===== config.mk =====
export PLATFORM = sky130hd
export DESIGN_NAME = xor3_bist
export DESIGN_NICKNAME = d
export VERILOG_FILES = /design/src/rtl/xor3_bist.sv
export SDC_FILE = /design/constraint.sdc
export NUM_CORES = 1
export LEC_CHECK = 0
export CORE_ASPECT_RATIO = 0.75
export CORE_MARGIN = 10
export CORE_UTILIZATION = 38
export DETAILED_ROUTE_END_ITERATION = 6
export SLEW_MARGIN = 20
export SYNTH_ARGS = -nofsm -noshare
export SYNTH_HDL_FRONTEND = slang
export SYNTH_SLANG_ARGS = --single-unit
export TNS_END_PERCENT = 10

===== constraint.sdc =====
create_clock -name gclk -period 4.6 [get_ports gclk]
set_input_delay 0.46 -clock gclk [delete_from_list [all_inputs] [get_ports gclk]]
set_output_delay 0.46 -clock gclk [all_outputs]
set_load 0.005 [all_outputs]

===== src/rtl/xor3_bist.sv =====
// xor3_bist: self-test sequencer for the 3-input registered XOR test design.
// Drives every 3-bit vector onto gpio0..gpio2 for LOOPS passes, then checks
// gpio3 against the predicted parity LAT cycles later. Reports a saturating
// mismatch count, the first failing vector and a pass flag.
//
// Handshake: there is no valid/ready pair here. start is a request sampled
// only in IDLE or DONE (ignored in RUN and DRAIN). done is a level that holds
// until the next accepted start or reset. busy covers RUN and DRAIN.
module xor3_bist #(
    parameter int LAT   = 1,  // DUT latency from stim change to valid resp (>=1)
    parameter int LOOPS = 4,  // complete passes over the 8 vectors (>=1)
    parameter int ERR_W = 8   // width of the saturating error counter
) (
    input  logic             gclk,
    input  logic             reset,
    input  logic             start,
    output logic [2:0]       stim,
    input  logic             resp,
    output logic             busy,
    output logic             done,
    output logic             pass,
    output logic [ERR_W-1:0] err_count,
    output logic [2:0]       first_err_vec,
    output logic             first_err_valid,
    output logic [1:0]       dbg_state
);

    typedef enum logic [1:0] {
        IDLE  = 2'd0,
        RUN   = 2'd1,
        DRAIN = 2'd2,
        DONE  = 2'd3
    } state_t;

    localparam int LOOP_W = (LOOPS > 1) ? $clog2(LOOPS) : 1;
    localparam int DRN_W  = (LAT > 1) ? $clog2(LAT) : 1;

    localparam logic [LOOP_W-1:0] LAST_LOOP = LOOP_W'(LOOPS - 1);
    localparam logic [DRN_W-1:0]  LAST_DRN  = DRN_W'(LAT - 1);
    localparam logic [ERR_W-1:0]  ERR_MAX   = '1;

    state_t            state;
    logic [LOOP_W-1:0] loop_cnt;
    logic [DRN_W-1:0]  drain_cnt;

    // Expected-result pipeline: stage i holds the vector issued i+1 cycles ago.
    logic [LAT-1:0] pipe_valid;
    logic [LAT-1:0] pipe_exp;
    logic [2:0]     pipe_vec [LAT];

    logic           tail_valid;
    logic [2:0]     tail_vec;
    logic           tail_exp;
    logic           mismatch;
    logic           last_vec;

    assign tail_valid = pipe_valid[LAT-1];
    assign tail_vec   = pipe_vec[LAT-1];
    assign tail_exp   = pipe_exp[LAT-1];

    // Compare resp with the prediction for the vector issued LAT cycles ago.
    always_comb begin
        mismatch = 1'b0;
        if (tail_valid && (resp != tail_exp)) begin
            mismatch = 1'b1;
        end
    end

    // The final vector of the final pass is on stim this cycle.
    assign last_vec = (stim == 3'd7) && (loop_cnt == LAST_LOOP);

    // pass never asserts before the run completes.
    assign pass      = done && (err_count == '0);
    assign dbg_state = state;

    // Shift the issued vector and its parity down the expected pipeline.
    always_ff @(posedge gclk) begin
        if (reset) begin
            pipe_valid <= '0;
            pipe_exp   <= '0;
            for (int i = 0; i < LAT; i++) begin
                pipe_vec[i] <= 3'd0;
            end
        end else begin
            pipe_valid[0] <= (state == RUN);
            pipe_vec[0]   <= stim;
            pipe_exp[0]   <= ^stim;
            for (int i = 1; i < LAT; i++) begin
                pipe_valid[i] <= pipe_valid[i-1];
                pipe_vec[i]   <= pipe_vec[i-1];
                pipe_exp[i]   <= pipe_exp[i-1];
            end
        end
    end

    // Sequencer FSM with registered stimulus, status and error capture.
    always_ff @(posedge gclk) begin
        if (reset) begin
            state           <= IDLE;
            stim            <= 3'd0;
            loop_cnt        <= '0;
            drain_cnt       <= '0;
            busy            <= 1'b0;
            done            <= 1'b0;
            err_count       <= '0;
            first_err_vec   <= 3'd0;
            first_err_valid <= 1'b0;
        end else begin
            // Error capture; the tail is never valid in IDLE or DONE, so the
            // start-time clear below cannot collide with a live compare.
            if (mismatch) begin
                if (err_count != ERR_MAX) begin
                    err_count <= err_count + ERR_W'(1);
                end
                if (!first_err_valid) begin
                    first_err_vec   <= tail_vec;
                    first_err_valid <= 1'b1;
                end
            end

            case (state)
                IDLE, DONE: begin
                    stim <= 3'd0;
                    if (start) begin
                        state           <= RUN;
                        loop_cnt        <= '0;
                        busy            <= 1'b1;
                        done            <= 1'b0;
                        err_count       <= '0;
                        first_err_vec   <= 3'd0;
                        first_err_valid <= 1'b0;
                    end
                end

                RUN: begin
                    if (last_vec) begin
                        state     <= DRAIN;
                        stim      <= 3'd0;
                        drain_cnt <= '0;
                    end else begin
                        stim <= stim + 3'd1;
                        if (stim == 3'd7) begin
                            loop_cnt <= loop_cnt + LOOP_W'(1);
                        end
                    end
                end

                DRAIN: begin
                    stim <= 3'd0;
                    if (drain_cnt == LAST_DRN) begin
                        state <= DONE;
                        busy  <= 1'b0;
                        done  <= 1'b1;
                    end else begin
                        drain_cnt <= drain_cnt + DRN_W'(1);
                    end
                end

                default: begin
                    state <= IDLE;
                    stim  <= 3'd0;
                    busy  <= 1'b0;
                    done  <= 1'b0;
                end
            endcase
        end
    end

endmodule


==> results.yml, run 1 <==
clock_network:
  clk_path_buf_depth: 2
  cts.clk_slew.worst_paths_ps: 90
  cts_resized: 0
  post-cts-setup-buffer-count: 0
  htreeDepth: 1
  cts-hold-fix-buffers: 0
  cts_sinks: 26
  clock-root-buffer: "clkbuf_8"
  cts-buffers-inserted: 3
  cts_tree: "done"
  clock_latency_ps: 270
cells_and_area:
  nets: 168
  drive_gt1_frac: 0.0588
  stdcell_area_mm2: 0.00156
  fin_util: 0.515
  stdcell_count: 191
  syn_to_final_growth_pct: 26.6
  diodes: 0
power:
  share_seq_of_total_power: 0.414
  sw_frac_of_total: 0.295
  p_int_uw: 487
  p_per_area_mw_per_mm2: 444
  vdd_drop_max_mv: 0.255
  p_leak_nw: 0.618
  p_clk_frac: 0.269
  combPwrFrac: 0.317
  power_switching_uw: 204
job:
  maxCapViolCount: 0
min_path:
  worstHoldStart: "pipe_vec[0][2]$_SDFF_PP0_"
  hold_class: "reg2reg"
grt:
  grtUsageTotal: 0.0859
  grt_antenna_before_repair: 0
  grt_pass1_wl_um: 4300
  grt_pass1_vias: 891
  overflow: 0
  grt_max_degree: 16
logic_synthesis:
  synth-compound-area-share: 0.109
  synth_fp_nets: 143
  synth_edf_count: 0
  ys_warn_count: 0
  muxShareOfSynthArea: 0.0570
  synth_top_family_by_area: "simple AND/OR/NAND/NOR gates"
  synthSimpleGateAreaFrac: 0.240
  synth_top_flop_cell: "dfxtp_1"
  synth-adder-area-share: 0.102
  ys_ff_latch: 26
  ys_types: 37
  synth_xor_xnor_area_share: 0.0285
  yosysSeqAreaShare: 0.424
  async_reset_ff_frac: 0
  synth_area_mm2: 0.00123
  synth_area_per_cell_um2: 9.52
  synth_cells: 129
floorplan:
  core_area_mm2: 0.00302
  die_area_mm2: 0.00593
  die_w_um: 85.7
  rows: 17
  initial_core_util: 0.407
  pin_count: 24
  die_h_um: 69.2
drt:
  drt_iter0_markers: 61
  antenna_left: 0
  wl_um: 2590
  wl_per_cell_um: 13.6
  routed_via_density: 5.05
  vias: 965
  drc: 0
  drtPass1Iterations: 4
timing:
  tns_ps: 0
  period_share: 0.553
  hold_violations: 0
  slew-limit-headroom: 0.682
  skew_ps: 1.50
  worst_slew_pin_slew_ps: 476
  drv_slew: 0
  fmax_mhz: 393
  rsz0062_at_grt: "false"
  setup_viol: 0
  period_needed_ps: 2540
critical_path:
  path_max_fanout: 5
  arrival_ps: 2080
  worstReg2RegStart: "dbg_state[0]$_SDFFE_PP0P_"
  critPathLaunch: "err_count[0]$_SDFF_PP0_"
  crit_type: "reg2out"
  end_kind: "output pin"
  start_kind: "flop"
  crit_required_ps: 4140
place:
  portBuffers: 23
  placedCellCount: 187
  placed_cell_area_mm2: 0.00148
  hpwl_um: 2050
  place_congestion: 0.729
outcome:
  status: "complete, no violations"
-- power groups by stage --
stage	Clock [mW]	Sequential [mW]	Combinational, mW
global route	0.203	0.291	0.244
CTS	0.192	0.287	0.222
floorplan	0	0.287	0.144
detailed placement	0	0.292	0.220
global placement	0	0.289	0.218
finish	0.186	0.286	0.219
-- layout make-up --
| type | instances | area, um2 |
|---|---|---|
| fillers | 284 | 1470 |
| multi-input cells | 93 | 659 |
| clock inverters | 1 | 30.0 |
| well taps | 38 | 47.5 |
| inverters | 7 | 26.3 |
| clock buffers | 3 | 41.3 |
| repair buffers | 23 | 230 |
| flip-flops and latches | 26 | 520 |
-- cells in the mapped netlist (all sizes together) (2+ instances only) --
cell type | n | share of area
mux2i | 7 | 0.057
nand2b | 4 | 0.020
nor2b | 5 | 0.025
nand4 | 3 | 0.015
nand3 | 4 | 0.016
nor2 | 18 | 0.055
and2 | 3 | 0.015
a211oi | 5 | 0.031
inv | 7 | 0.021
a21oi | 5 | 0.020
and3 | 3 | 0.020
xnor2 | 3 | 0.021
nor3 | 2 | 0.012
buf | 2 | 0.015
a31oi | 3 | 0.015
ha | 10 | 0.10
nand2 | 4 | 0.012
dfxtp | 26 | 0.42
-- critical path, stage by stage (launching register included) --
cell	delay, ps
dfxtp_1	360
inv_1	110
ha_1	150
or4b_1	450
nor4b_2	220
clkdlybuf4s50_1	540
-- stage by stage --
stage                     worst slack [ps]  total power [mW]  hold slack (ps)
after detailed placement              2340             0.512              452
final                                 2060             0.691              473
after global routing                  1930             0.737              504
after global placement                2370             0.507              451
after floorplan                       2910             0.431              437
after CTS                             2030             0.700              481
-- cell families after synthesis --
kind of cell               Yosys count
and+or+nand+nor                     52
adders and majority gates           10
xor gates and xnor gates             4
buffers and inverters               10
DFF                                 26
muxes                                7
AOI/OAI and AO/OA                   20
-- final timing paths --
check	slack, ps	end	depth (start not counted)
max	2060	pass	5
max reg2reg	2770	err_count[2]$_SDFF_PP0_	6
min	470	first_err_vec[2]$_SDFF_PP0_	2
min reg2reg	470	first_err_vec[2]$_SDFF_PP0_	2
-- per-layer routing --
layer  vias to the layer above  GRT usage  share of wire
met3                         2     0.0468          0.079
li1                        498          -              -
met2                        19      0.127           0.42
met1                       446      0.107           0.50
met4                         0     0.0163         0.0046
met5                         -          0              0
-- registers in the layout (all words and copies together) (netlist names) --
register and count:
busy 1, pipe_exp 1, pipe_valid 1, pipe_vec 3, loop_cnt 2, first_err_valid 1
done 1, first_err_vec 3, dbg_state 2, err_count 8, stim 3
-- placed cells by master (no fill, tap or decap) --
cell             Yosys  layout
dfxtp_1             26      26
clkdlybuf4s50_1      0      23
nor2_1              18      18
ha_1                10      10
inv_1                7       7
mux2i_1              7       7
a211oi_1             5       5
a21oi_1              5       5
nor2b_1              5       5
nand2b_1             4       4
nand3_1              4       4
nand2_1              4       4
a31oi_1              3       3
xnor2_1              3       3
nand4_1              3       3
and2_1               3       3
clkbuf_8             0       3
or4b_1               1       1
nor4b_2              1       1
a21bo_2              1       1
o21a_1               1       1
xor2_1               1       1
and3_4               1       1
and3_2               1       1
and4b_1              1       1
nor3_2               1       1
and3_1               1       1
nor3_1               1       1
or4_1                1       1
a21boi_0             1       1
o21bai_1             1       1
nand3b_1             1       1
a22oi_1              1       1
o211ai_1             1       1
and4_1               1       1
o21ai_0              1       1
bufinv_16            0       1
Power figures use the tool's default switching activity.
==> run 2: changes to the inputs <==
==> constraint.sdc (replaced) <==
create_clock -name gclk -period 2.6 [get_ports gclk]
set_input_delay 0.26 -clock gclk [delete_from_list [all_inputs] [get_ports gclk]]
set_output_delay 0.26 -clock gclk [all_outputs]
set_load 0.005 [all_outputs]
==> run 2 against run 1 <==
Against the previous run:
- first-iteration DRC count fell by 9.8%
- sequential cell count did not move
- power rose by 66%
- clock skew barely moved
- final cell count did not move
- register-to-register slack got worse by 2000 ps
- critical endpoint unchanged
- clock-buffer cell count rose by 1
- sequential share of layout area rose by 0.35 points
- largest cell class unchanged
- final area fell by 1.0%
- non-clock buffer count did not move
==> results.yml, run 2 (synthesis results as in run 1) <==
floorplan:
  die_h_um: 69.2
  die_w_um: 85.7
  core_area_mm2: 0.00302
  pin_count: 24
  rows: 17
  die_area_mm2: 0.00593
  initial_core_util: 0.407
critical_path:
  crit_type: "reg2out"
  cp.depth: 5
  crit_path_top_delay_cell: "clkdlybuf4s50_1"
  r2r_cells: 6
  end_kind: "output pin"
  reg2reg_slack_ps: 780
  start_kind: "flop"
  crit_buf_inv: 2
  critPathTopFamily: "simple AND/OR/NAND/NOR gates"
  max_stage_delay_ps: 540
  path_max_fanout: 5
  r2r-end: "err_count[2]$_SDFF_PP0_"
  worstReg2RegStart: "dbg_state[0]$_SDFFE_PP0P_"
  crit_required_ps: 2340
  path_cells: "inv_1, ha_1, or4b_1, nor4b_2, clkdlybuf4s50_1"
  arrival_ps: 2080
drt:
  wl_per_cell_um: 13.9
  wl_um: 2660
  drt_iter0_markers: 55
  drc: 0
  drtPass1Iterations: 4
  antenna_left: 0
  vias: 963
  routed_via_density: 5.04
power:
  p_total_mw: 1.15
  vdd_drop_max_mv: 0.305
  p_leak_nw: 0.611
  p_int_uw: 790
  p_per_area_mw_per_mm2: 744
  sw_frac_of_total: 0.310
  p_clk_frac: 0.221
  share_seq_of_total_power: 0.442
  power_switching_uw: 355
  combPwrFrac: 0.337
place:
  placed_cell_area_mm2: 0.00148
  portBuffers: 23
  placedCellCount: 187
  hpwl_um: 2070
  place_congestion: 0.729
job:
  maxCapViolCount: 0
clock_network:
  cts_sinks: 26
  htreeDepth: 1
  clk_path_buf_depth: 2
  cts-hold-fix-buffers: 0
  cts_resized: 0
  clock_latency_ps: 260
  cts.clk_slew.worst_paths_ps: 80
  clock-root-buffer: "clkbuf_8"
  cts_tree: "done"
  post-cts-setup-buffer-count: 0
  cts-buffers-inserted: 3
cells_and_area:
  drive_gt1_frac: 0.0588
  nets: 168
  layout_commonest_cell: "dfxtp_1"
  largest_register_ff_count: 8
  largest_register: "err_count"
  fillers: 292
  stdcell_count: 191
  syn_to_final_growth_pct: 25.3
  diodes: 0
  stdcell_area_mm2: 0.00154
  final_cell_mix: "dfxtp_1, clkdlybuf4s50_1, nor2_1, ha_1"
grt:
  grt_pass1_wl_um: 4460
  grt_max_degree: 15
  grt_pass1_vias: 954
  grt_antenna_before_repair: 0
  grtUsageTotal: 0.0881
  overflow: 0
timing:
  tns_ps: 0
  skew_ps: 1.45
  drv_slew: 0
  hold_violations: 0
  slew-limit-headroom: 0.680
  fmax_mhz: 427
  setup_viol: 0
  worst_slew_pin_slew_ps: 479
  period_needed_ps: 2340
  whs_ps: 471
  period_share: 0.900
  rsz0062_at_grt: "false"
min_path:
  worstHoldPathCells: 2
  hold_class: "reg2reg"
  hold_end: "first_err_vec[2]$_SDFF_PP0_"
  worstHoldStart: "pipe_vec[0][2]$_SDFF_PP0_"
outcome:
  status: "complete, no violations"
==> run 2: cell types whose count changed in the layout (fill, tap and decap cells not counted) <==
cell / previous run / this run
bufinv_16: 1 / 0
clkbuf_8: 3 / 4
==> run 2: worst reg2reg max path: stages (launching register included) <==
cell and delay (ps):
dfxtp_1 450, inv_1 100, ha_1 370, nand2b_1 180
nand2b_1 370, o21bai_1 180, a31oi_1 50
==> run 2: power groups by stage <==
stage | clock, mW | combinational [mW] | sequential (mW)
floorplan | 0 | 0.255 | 0.508
global placement | 0 | 0.385 | 0.512
detailed placement | 0 | 0.393 | 0.515
CTS | 0.264 | 0.395 | 0.506
global route | 0.280 | 0.435 | 0.516
finish | 0.253 | 0.386 | 0.506
==> run 2: worst max path at each step <==
stage	start	endpoint	slack, ps
final	err_count[0]$_SDFF_PP0_	pass	260
after global routing	err_count[0]$_SDFF_PP0_	pass	140
after detailed placement	err_count[0]$_SDFF_PP0_	pass	540
after floorplan	dbg_state[0]$_SDFFE_PP0P_	stim[0]$_SDFF_PP0_	1070
after CTS	err_count[0]$_SDFF_PP0_	pass	240
after global placement	err_count[0]$_SDFF_PP0_	pass	570
==> run 2: cell type report <==
| type | count | area [um2] | share of cell area |
|---|---|---|---|
| Clock buffer | 4 | 55.1 | 0.0358 |
| Tap cell | 38 | 47.5 | 0.0309 |
| Timing Repair Buffer | 23 | 230 | 0.150 |
| Inverter | 7 | 26.3 | 0.0171 |
| Multi-Input combinational cell | 93 | 659 | 0.428 |
| Sequential cell | 26 | 520 | 0.338 |
==> run 2: metrics by stage <==
step           setup slack (ps)  utilization
2_1_floorplan              1070            -
3_3_place_gp                570        0.491
3_5_place_dp                539        0.491
4_1_cts                     239        0.510
5_1_grt                     138        0.510
6_report                    260        0.510
==> run 2: metal layers <==
metal,part of all wire,up-vias,track usage
met5,0,-,0
met3,0.067,4,0.0468
met4,0.0075,0,0.0199
met2,0.42,16,0.131
li1,-,497,-
met1,0.50,446,0.108
